--- src/rtl/qusim_pkg.sv ---
// Shared types and constants for the amplitude-register consumers.
// Word layout: {re[31:16], im[15:0]}, signed Q2.14 parts.
package qusim_pkg;

    typedef enum logic [2:0] {
        ST_IDLE,
        ST_CLR,
        ST_REQ,
        ST_WAIT,
        ST_CALC,
        ST_OUT,
        ST_FIN
    } state_e;

    localparam int N_WORDS = 4;
    localparam int IDX_W   = 2;
    localparam int AMP_W   = 16;
    localparam int WORD_W  = 2 * AMP_W;
    localparam int TOTAL_W = 34;

    localparam int RE_HI = 31;
    localparam int RE_LO = 16;
    localparam int IM_HI = 15;
    localparam int IM_LO = 0;

    localparam logic [IDX_W-1:0] LAST_IDX = IDX_W'(N_WORDS - 1);

    // 1.0 in Q4.28 and the accepted absolute deviation from it
    localparam logic [WORD_W-1:0] NORM_TARGET = 32'h1000_0000;
    localparam logic [WORD_W-1:0] NORM_TOL    = 32'h0010_0000;

endpackage

--- src/rtl/cplx_mag2.sv ---
// Combinational squared magnitude of a signed complex amplitude: re^2 + im^2.
// Worst case (-32768, -32768) gives exactly 2^31, so the unsigned sum never wraps.
module cplx_mag2
    import qusim_pkg::*;
(
    input  logic signed [AMP_W-1:0]  re,
    input  logic signed [AMP_W-1:0]  im,
    output logic        [WORD_W-1:0] mag2
);

    logic signed [WORD_W-1:0] re_x;
    logic signed [WORD_W-1:0] im_x;
    logic signed [WORD_W-1:0] re_sq;
    logic signed [WORD_W-1:0] im_sq;

    always_comb begin
        re_x  = {{AMP_W{re[AMP_W-1]}}, re};
        im_x  = {{AMP_W{im[AMP_W-1]}}, im};
        re_sq = re_x * re_x;
        im_sq = im_x * im_x;
        mag2  = $unsigned(re_sq) + $unsigned(im_sq);
    end

endmodule

--- src/rtl/amp_prob_drain.sv ---
// Drains the 4-entry amplitude array, emits |a|^2 per word on valid/ack and a run total.
// Optional: define PROB_NORM_CHECK_EN to flag totals that stray from 1.0 (norm_err).
//
// state | meaning
// IDLE  | waiting for start
// CLR   | pulse arr_rst to rewind the array read pointer
// REQ   | pulse emit for the current index
// WAIT  | array answers here; missing ready aborts the run
// CALC  | register |a|^2 and accumulate
// OUT   | hold prob_* until acked
// FIN   | done pulse, total stable
module amp_prob_drain
    import qusim_pkg::*;
(
    input  logic               clk,
    input  logic               rst,
    input  logic               start,
    output logic               busy,
    output logic               arr_rst,
    output logic               emit,
    input  logic [WORD_W-1:0]  arr_data,
    input  logic               arr_ready,
    output logic [WORD_W-1:0]  prob_data,
    output logic [IDX_W-1:0]   prob_index,
    output logic               prob_valid,
    input  logic               prob_ack,
    output logic [TOTAL_W-1:0] total,
    output logic               done,
    output logic               err,
    output logic               norm_err
);

    state_e              state_q, state_d;
    logic [IDX_W-1:0]    idx_q, idx_d;
    logic [WORD_W-1:0]   data_q, data_d;
    logic [WORD_W-1:0]   prob_q, prob_d;
    logic [TOTAL_W-1:0]  total_q, total_d;
    logic                err_q, err_d;
    logic [WORD_W-1:0]   mag2;

    cplx_mag2 u_mag2 (
        .re   (data_q[RE_HI:RE_LO]),
        .im   (data_q[IM_HI:IM_LO]),
        .mag2 (mag2)
    );

    always_ff @(posedge clk or negedge rst) begin
        if (!rst) begin
            state_q <= ST_IDLE;
        end else begin
            state_q <= state_d;
        end
    end

    always_comb begin
        state_d = state_q;
        case (state_q)
            ST_IDLE: if (start) state_d = ST_CLR;
            ST_CLR:  state_d = ST_REQ;
            ST_REQ:  state_d = ST_WAIT;
            ST_WAIT: state_d = arr_ready ? ST_CALC : ST_FIN;
            ST_CALC: state_d = ST_OUT;
            ST_OUT:  if (prob_ack) state_d = (idx_q == LAST_IDX) ? ST_FIN : ST_REQ;
            ST_FIN:  state_d = ST_IDLE;
            default: state_d = ST_IDLE;
        endcase
    end

    always_comb begin
        busy       = (state_q != ST_IDLE);
        arr_rst    = (state_q == ST_CLR);
        emit       = (state_q == ST_REQ);
        prob_valid = (state_q == ST_OUT);
        done       = (state_q == ST_FIN);
        prob_data  = prob_q;
        prob_index = idx_q;
        total      = total_q;
        err        = err_q;
    end

    always_comb begin
        idx_d   = idx_q;
        data_d  = data_q;
        prob_d  = prob_q;
        total_d = total_q;
        err_d   = err_q;
        case (state_q)
            ST_IDLE: begin
                if (start) begin
                    idx_d   = '0;
                    total_d = '0;
                    err_d   = 1'b0;
                end
            end
            ST_WAIT: begin
                if (arr_ready) data_d = arr_data;
                else           err_d  = 1'b1;
            end
            ST_CALC: begin
                prob_d  = mag2;
                total_d = total_q + {2'b00, mag2};
            end
            ST_OUT: begin
                if (prob_ack && idx_q != LAST_IDX) idx_d = idx_q + 1'b1;
            end
            default: ;
        endcase
    end

    always_ff @(posedge clk or negedge rst) begin
        if (!rst) begin
            idx_q   <= '0;
            data_q  <= '0;
            prob_q  <= '0;
            total_q <= '0;
            err_q   <= 1'b0;
        end else begin
            idx_q   <= idx_d;
            data_q  <= data_d;
            prob_q  <= prob_d;
            total_q <= total_d;
            err_q   <= err_d;
        end
    end

`ifdef PROB_NORM_CHECK_EN
    logic               norm_err_q, norm_err_d;
    logic [TOTAL_W-1:0] target_x;
    logic [TOTAL_W-1:0] dev;

    always_comb begin
        target_x   = {2'b00, NORM_TARGET};
        dev        = (total_q >= target_x) ? (total_q - target_x) : (target_x - total_q);
        norm_err_d = norm_err_q;
        if (state_q == ST_IDLE && start) begin
            norm_err_d = 1'b0;
        end else if (state_q == ST_FIN && dev > {2'b00, NORM_TOL}) begin
            norm_err_d = 1'b1;
        end
    end

    always_ff @(posedge clk or negedge rst) begin
        if (!rst) begin
            norm_err_q <= 1'b0;
        end else begin
            norm_err_q <= norm_err_d;
        end
    end

    assign norm_err = norm_err_q;
`else
    assign norm_err = 1'b0;
`endif

endmodule

--- config.mk ---
export PLATFORM = sky130hd
export DESIGN_NAME = amp_prob_drain
export DESIGN_NICKNAME = d
export VERILOG_FILES = /design/src/rtl/qusim_pkg.sv /design/src/rtl/cplx_mag2.sv /design/src/rtl/amp_prob_drain.sv
export SDC_FILE = /design/constraint.sdc
export NUM_CORES = 1
export LEC_CHECK = 0
export ABC_AREA = 1
export BUFFER_PORTS_ARGS = -buffer_cell sky130_fd_sc_hd__buf_2
export CORE_ASPECT_RATIO = 0.9
export CORE_UTILIZATION = 50
export CTS_BUF_LIST = sky130_fd_sc_hd__clkbuf_8
export DETAILED_ROUTE_END_ITERATION = 10
export PLACE_DENSITY = 0.72
export SLEW_MARGIN = 5
export SYNTH_ARGS = -nofsm -noshare
export SYNTH_HDL_FRONTEND = slang
export SYNTH_HIERARCHICAL = 1
export SYNTH_SLANG_ARGS = --single-unit
--- constraint.sdc ---
create_clock -name clk -period 9.6 [get_ports clk]
set_input_delay 2.4 -clock clk [delete_from_list [all_inputs] [get_ports clk]]
set_output_delay 2.4 -clock clk [all_outputs]
set_load 0.02 [all_outputs]
-- Word level (Yosys, flattened, before mapping)
Cells that the tools add are included.
- word-level logic and storage cells: 47
- input bits: 37
- register bits: 104
- output and inout bits: 75
- equality and inequality tests: 12
- mux-type cells: 13
- $add $sub $neg: 3
- reductions and logical operators: 11
- multipliers: 2
- operators by type and width (cell ; count):
    $pmux 34 s2 ; 1
    $mul 16x16->32 ; 2
    $add 34x32->34 ; 1
    $mux 34 ; 1
    $add 32x32->32 ; 1
    $pmux 3 s6 ; 1
    $eq 3x3->1 const B ; 3
    $mux 3 ; 3
    $eq 3x2->1 const B ; 2
    $mux 2 ; 3
    $ne 2x2->1 const B ; 3
    $reduce_and 2->1 ; 3
    $reduce_and 3->1 ; 2
    $reduce_bool 2->1 ; 3
    $ne 2x1->1 const B ; 2
    $pmux 2 s2 ; 1
    $eq 3x1->1 const B ; 1
    $logic_not 3->1 ; 1
    $reduce_bool 3->1 ; 1
    $add 2x1->2 const B ; 1
    $eq 2x2->1 const B ; 1
    $mux 1 ; 2
    $pmux 1 s2 ; 1
    $logic_and 1x1->1 ; 1

-- Logic depth before layout (Yosys ltp)
Gate-level depths: netlist of run 1.
- depth in word-level cells: 4
- mapped depth: 41
- depth with buffers taken out: 40

-- Cells and area by module
The synthesis of run 1 kept the hierarchy.
- modules (own cells, without submodules) (module ; area each (um^2) ; cells an instance ; times used ; seq. area each (um^2)):
    cplx_mag2 ; 18221.2 ; 2110 ; 1 ; 0.0
    amp_prob_drain ; 6373.6 ; 921 ; 1 ; 2602.5

-- Least setup slack after synthesis of run 1
OpenSTA, ideal clock, no wires.
- path kind: flip-flop to flip-flop
- from: reg data_q[15]
- to: reg total_q[29] (netlist: total[29])
- data arrival time: 7857 ps
- library setup time: 117 ps
- data required time: 9483 ps
- cell stages (with the launch flop): 35
- period minus slack after synthesis: 7975 ps
- buffers on the path: 2
- slack: 1625 ps
- path through: dfrtp_1 > clkbuf_1 > buf_1 > nand2_1 > inv_1 > fa_1 > fa_1 > inv_1 > fa_1 > inv_1 > fa_1 > fa_1 > fa_1 > fa_1 > inv_1 > fa_1 > inv_1 > ha_1 > a21oi_1 > o21ai_1 > nor2_1 > nand2_2 > nand2_1 > nand2_1 > xor2_1 > ha_1 > nand2_1 > nor2_1 > inv_1 > nor3_1 > nand3_1 > nand2_1 > nand2_1 > nand3_1 > nand2_1
- word-level cells in the longest chain between the ends: 4
- ends and longest elaborated chain (what ; line ; source):
    start, declared ; amp_prob_drain.sv:35 ; logic [WORD_W-1:0] data_q, data_d;
    start signal, assigned ; amp_prob_drain.sv:119 ; data_q <= data_d;
    $mul 16x16->32 ; cplx_mag2.sv:20 ; im_sq = im_x * im_x;
    $add 32x32->32 ; cplx_mag2.sv:21 ; mag2 = $unsigned(re_sq) + $unsigned(im_sq);
    named net mag2[22] ; amp_prob_drain.sv:39 ; logic [WORD_W-1:0] mag2;
    $add 34x32->34 ; amp_prob_drain.sv:101 ; total_d = total_q + {2'b00, mag2};
    $pmux 34 s2 ; amp_prob_drain.sv:87 ; case (state_q)
    end signal, assigned ; amp_prob_drain.sv:121 ; total_q <= total_d;
    end, declared ; amp_prob_drain.sv:37 ; logic [TOTAL_W-1:0] total_q, total_d;
The timed path passes the listed nets, and every way through them passes these cells.
A chain may end at the register's enable or synchronous reset.

-- Worst setup path in the final report of run 1
- from: reg data_q[15]
- to: reg total_q[19] (netlist: total[19])
The elaborated chain is that of the path after synthesis.

==> results of run 1 <==
==> kinds of logic (layout without fill, tap and decap cells) <==
kind of cell / count (synthesis) / in the layout / share of synthesized area (%)
simple gates: 1014 / 1014 / 16.73
buf+inv: 986 / 1060 / 15.24
fa+ha+maj: 703 / 703 / 51.73
compound gates: 172 / 172 / 3.892
flops: 104 / 104 / 10.58
xor+xnor: 50 / 50 / 1.781
other cells: 1 / 1 / 0.01525
mux: 1 / 1 / 0.04070
==> worst max path at each step <==
stage          slack (ns)               endpoint  cells after the start              startpoint
4_1_cts              0.60  total[19]$_DFFE_PN0P_                     33  data_q[15]$_DFFE_PN0P_
2_1_floorplan        1.63  total[29]$_DFFE_PN0P_                     34  data_q[15]$_DFFE_PN0P_
3_5_place_dp         0.67  total[19]$_DFFE_PN0P_                     33  data_q[15]$_DFFE_PN0P_
6_report             0.48  total[19]$_DFFE_PN0P_                     33  data_q[15]$_DFFE_PN0P_
5_1_grt              0.13  total[19]$_DFFE_PN0P_                     33  data_q[15]$_DFFE_PN0P_
3_3_place_gp         0.75  total[19]$_DFFE_PN0P_                     33  data_q[15]$_DFFE_PN0P_
==> cell type report <==
| type | count | area, µm² |
|---|---|---|
| Multi-Input combinational cell | 1941 | 18260 |
| Fill cell | 4491 | 22210 |
| Timing Repair Buffer | 143 | 800.8 |
| Clock inverter | 7 | 53.80 |
| Sequential cell | 104 | 2603 |
| Inverter | 901 | 3382 |
| Tap cell | 624 | 780.7 |
| Clock buffer | 9 | 123.9 |
==> stage by stage <==
stage	instances	instance area (µm²)	utilization (%)	setup WS, ns
after floorplan	3031	24590	-	1.625
after global placement	3713	25820	53.56	0.7502
after detailed placement	3713	25820	53.56	0.6661
after CTS	3729	26000	53.93	0.6036
after global routing	3729	26000	53.93	0.1314
final	3729	26000	53.93	0.4827
==> critical path, delay by kind of cell (launching register included) <==
family	cells	cell delay (ns)
flip-flops	1	0.67
AND/OR/NAND/NOR	9	1.66
buffers and inverters	8	1.15
AO/OA/AOI/OAI	5	0.67
adder cells (fa/ha/maj)	10	4.63
XOR/XNOR	1	0.20
==> synth_stat cells (all sizes together), types with 7 or more instances <==
| cell | count | area share [%] |
|---|---|---|
| nand2 | 776 | 12 |
| a21o | 7 | 0.22 |
| a21oi | 78 | 1.6 |
| nand4 | 10 | 0.28 |
| nor2 | 134 | 2.2 |
| clkbuf | 62 | 0.95 |
| or2 | 7 | 0.18 |
| ha | 180 | 9.2 |
| inv | 901 | 14 |
| nor3 | 21 | 0.47 |
| dfrtp | 104 | 11 |
| fa | 523 | 43 |
| nand3 | 62 | 1.3 |
| xnor2 | 15 | 0.53 |
| xor2 | 35 | 1.2 |
| o21ai | 70 | 1.5 |
| buf | 23 | 0.54 |
==> routing by layer <==
| layer | routed length, µm | vias to the layer above |
|---|---|---|
| met5 | 0 | - |
| met1 | 27650 | 9272 |
| met4 | 792 | 0 |
| li1 | - | 8777 |
| met2 | 29090 | 508 |
| met3 | 3316 | 45 |
==> flip-flops by register name, summed over array words and instances (netlist names) <==
signal	count
data_q	32
err	1
prob_data	32
prob_index	2
state_q	3
total	34
==> results.toml, run 1 <==
[timing]
period_share_pct = 94.97
fmax_mhz = 109.7
relSlewSlack_pct = 18.43
setup_viol = 0
skew_ns = 0.03433
maxSlewViolCount = 0
fin_crit_ns = 9.117
hold-worst-slack_ns = 0.4782
hold_viol_final = 0
worst_pin_slew_ns = 1.222
tns_ns = 0
rsz0062_at_grt = "false"

[global_route]
grt_busiest_layer = "met2"
grt_start_max_net_pins = 66
grt_pass1_vias = 19334
track_usage_pct = 26.03
grtUsageMet3_pct = 3.272
antenna_found_initial = 0
met2_usage_pct = 42.53
grt_overflow_total = 0
use_met1_pct = 37.65
grt_pass1_wl_mm = 100.8

[route]
routed_wl_mm = 60.85
drc_errors = 0
ant_nets = 0
detail_route.first_pass.iterations = 6
vias = 18602
vias_per_cell = 4.988
wl_per_cell_um = 16.32
drt_iter0_markers = 1425

[setup_path]
r2r-start = "data_q[15]$_DFFE_PN0P_"
rrSetupSlack_ns = 0.48
critical_path.max_stage_delay_ns = 0.67
crit_required_ns = 9.97
r2r_end = "total[19]$_DFFE_PN0P_"
startpoint_type = "flop"
critical_path_class = "flop to flop"
crit_path_max_fanout = 14
crit_path_frequent_cell = "fa_1"
rr_worst_depth = 33
worstPathArrival_ns = 9.48
crit_slowest_cell = "dfrtp_1"
endpoint_kind = "flop"

[place]
dp_hpwl_mm = 52.87
portBuffers = 110
gp_routability_congestion = 0.9914

[floorplanning]
die_height_um = 212.4
io_pins = 112
core_um2 = 48210
row_count = 76
die_w_um = 235.8
initial_core_util_pct = 51.01
fp.dieArea_um2 = 50080

[job]
drv_cap = 0

[cts]
cts.path.max_buffers = 2
ctsResizeCount = 0
h-tree-depth = 3
cts_tree = "yes"
cts.clk_slew.worst_paths_ns = 0.14
cts_made_buffers = 9
clockRootBuffer = "clkbuf_8"
cts_setup_buffers = 0
clk-insertion-delay-late_ns = 0.49
clock-sinks = 104
hold_buffers = 0

[finish]
final_cell_mix = "892 x inv_1, 752 x nand2_1, 523 x fa_1"
nNetsFinal = 3840
final_common_cell = "inv_1"
antenna_cells = 0
synthToLayoutAreaGrowth_pct = 5.718
drive_gt1_share_pct = 7.472

[synth]
async_flop_share_pct = 100.0
synth_cells = 3031
ys_seq_area_share_pct = 10.58
synthDistinctLibCells = 44
syn-num-nets = 3771
synth_edf_count = 0
syn_area_per_cell_um2 = 8.114
yosysWarnings = 6
ys.flop_type = "dfrtp_1"
syn_area_um2 = 24590
ys_ff_latch = 104

[min_path]
worstHoldPathCells = 2
hold_path_end = "prob_data[0]$_DFFE_PN0P_"
hp-class = "flop to flop"
hold_start = "prob_data[0]$_DFFE_PN0P_"

[outcome]
status = "completed"
Power of run 1 is not shown: default switching activity piles up to over one toggle a cycle in this logic, so the estimate is an artifact.
==> inputs of run 2 (changes only) <==
CORE_MARGIN = 1   (was default)
REMOVE_ABC_BUFFERS = 1   (was default)
==> run 2 against run 1 <==
Worst hold slack improved by 0.0016 ns. Highest routed layer unchanged. Clock skew decreased by 0.0085 ns. Critical path type unchanged. Critical path depth decreased by 1. Core utilization about the same. Via count decreased by 1.1%. Count of clock-buffer cells in the layout unchanged.
==> results.toml, run 2 (synthesized netlist as in run 1, its figures left out) <==
[timing]
setup_viol = 0
tns_ns = 0
fin_crit_ns = 8.804
relSlewSlack_pct = 17.25
fmax_mhz = 113.6
hold_viol_final = 0
maxSlewViolCount = 0
rsz0062_at_grt = "false"
skew_ns = 0.02578
period_share_pct = 91.71
worst_pin_slew_ns = 1.240

[setup_path]
startpoint_type = "flop"
crit_path_frequent_cell = "fa_1"
endpoint_kind = "flop"
crit_required_ns = 9.95
crit_slowest_cell = "dfrtp_1"
crit_path_max_fanout = 12
critical_path_class = "flop to flop"
critical_path.max_stage_delay_ns = 0.82
worstPathArrival_ns = 9.16

[route]
vias_per_cell = 4.933
routed_wl_mm = 60.00
wl_per_cell_um = 16.09
drc_errors = 0
drt_iter0_markers = 1252
vias = 18394
detail_route.first_pass.iterations = 7
ant_nets = 0

[global_route]
grt_start_max_net_pins = 56
track_usage_pct = 25.61
grt_pass1_wl_mm = 99.57
grt_overflow_total = 0
antenna_found_initial = 1
grt_pass1_vias = 19354

[finish]
final_cell_mix = "891 x inv_1, 752 x nand2_1, 523 x fa_1"
drive_gt1_share_pct = 7.504
synthToLayoutAreaGrowth_pct = 5.774
antenna_cells = 0
final_cells = 3729
final_common_cell = "inv_1"
largest_reg_flops = 34
nNetsFinal = 3840

[cts]
clockRootBuffer = "clkbuf_8"
cts.clk_slew.worst_paths_ns = 0.12
clk-insertion-delay-late_ns = 0.46
h-tree-depth = 3
clock-sinks = 104
cts_tree = "yes"
hold_buffers = 0
ctsResizeCount = 0
cts_setup_buffers = 0
cts_made_buffers = 9
cts.path.max_buffers = 2

[outcome]
status = "completed"

[min_path]
hp-class = "flop to flop"

[floorplanning]
row_count = 76
core_um2 = 48210
fp.dieArea_um2 = 50080
io_pins = 112
die_w_um = 235.8
die_height_um = 212.4
initial_core_util_pct = 51.01

[place]
dp_hpwl_mm = 51.83
gp_routability_congestion = 0.9601
portBuffers = 110
placed_cells = 3713

[job]
drv_cap = 0
run 2: area by class of cell:
class / instances / area, µm²
sequential: 104 / 2603
tap: 624 / 780.7
clock inverter: 7 / 67.56
multi-input combinational: 1941 / 18260
clock buffer: 9 / 123.9
inverter: 901 / 3382
fill: 4543 / 22200
timing repair buffer: 143 / 800.8
run 2: per-layer routing:
layer / track usage, % / vias to the layer above / share of wire (%)
li1: - / 8776 / -
met1: 35.58 / 9130 / 45
met2: 42.70 / 430 / 48
met3: 3.869 / 58 / 5.6
met4: 5.499 / 0 / 1.8
met5: 0 / - / 0
run 2: worst paths after layout:
kind                            cells past startpoint                       from                   endpoint  slack [ns]
worst max-delay path                               32     data_q[24]$_DFFE_PN0P_      total[19]$_DFFE_PN0P_        0.80
worst min-delay path                                2  prob_data[13]$_DFFE_PN0P_  prob_data[13]$_DFFE_PN0P_        0.48
worst max register to register                     32     data_q[24]$_DFFE_PN0P_      total[19]$_DFFE_PN0P_        0.80
worst min register to register                      2  prob_data[13]$_DFFE_PN0P_  prob_data[13]$_DFFE_PN0P_        0.48
max in group asynchronous                           2                        rst   prob_data[7]$_DFFE_PN0P_        6.35
min in group asynchronous                           1                        rst     state_q[2]$_DFFE_PN0P_        2.01
run 2: per-stage QoR:
step	area, µm²	utilization (%)	hold WS (ns)	setup WS [ns]
floorplan	24230	-	0.5030	1.809
global placement	25820	53.56	0.4495	0.9575
detailed placement	25820	53.56	0.4530	0.9469
CTS	26020	53.96	0.4818	0.9175
global route	26020	53.96	0.5004	0.3968
finish	26020	53.96	0.4799	0.7958
run 2: worst max-delay path, delay by kind of cell (launching register included):
family                   cells  cell delay, ns
adder cells (fa/ha/maj)     10            4.67
AND/OR/NAND/NOR              9            1.35
buffers and inverters        8            0.84
flip-flops                   1            0.82
AO/OA/AOI/OAI                4            0.67
XOR/XNOR                     1            0.35
Power of run 2 is left out for the same reason.
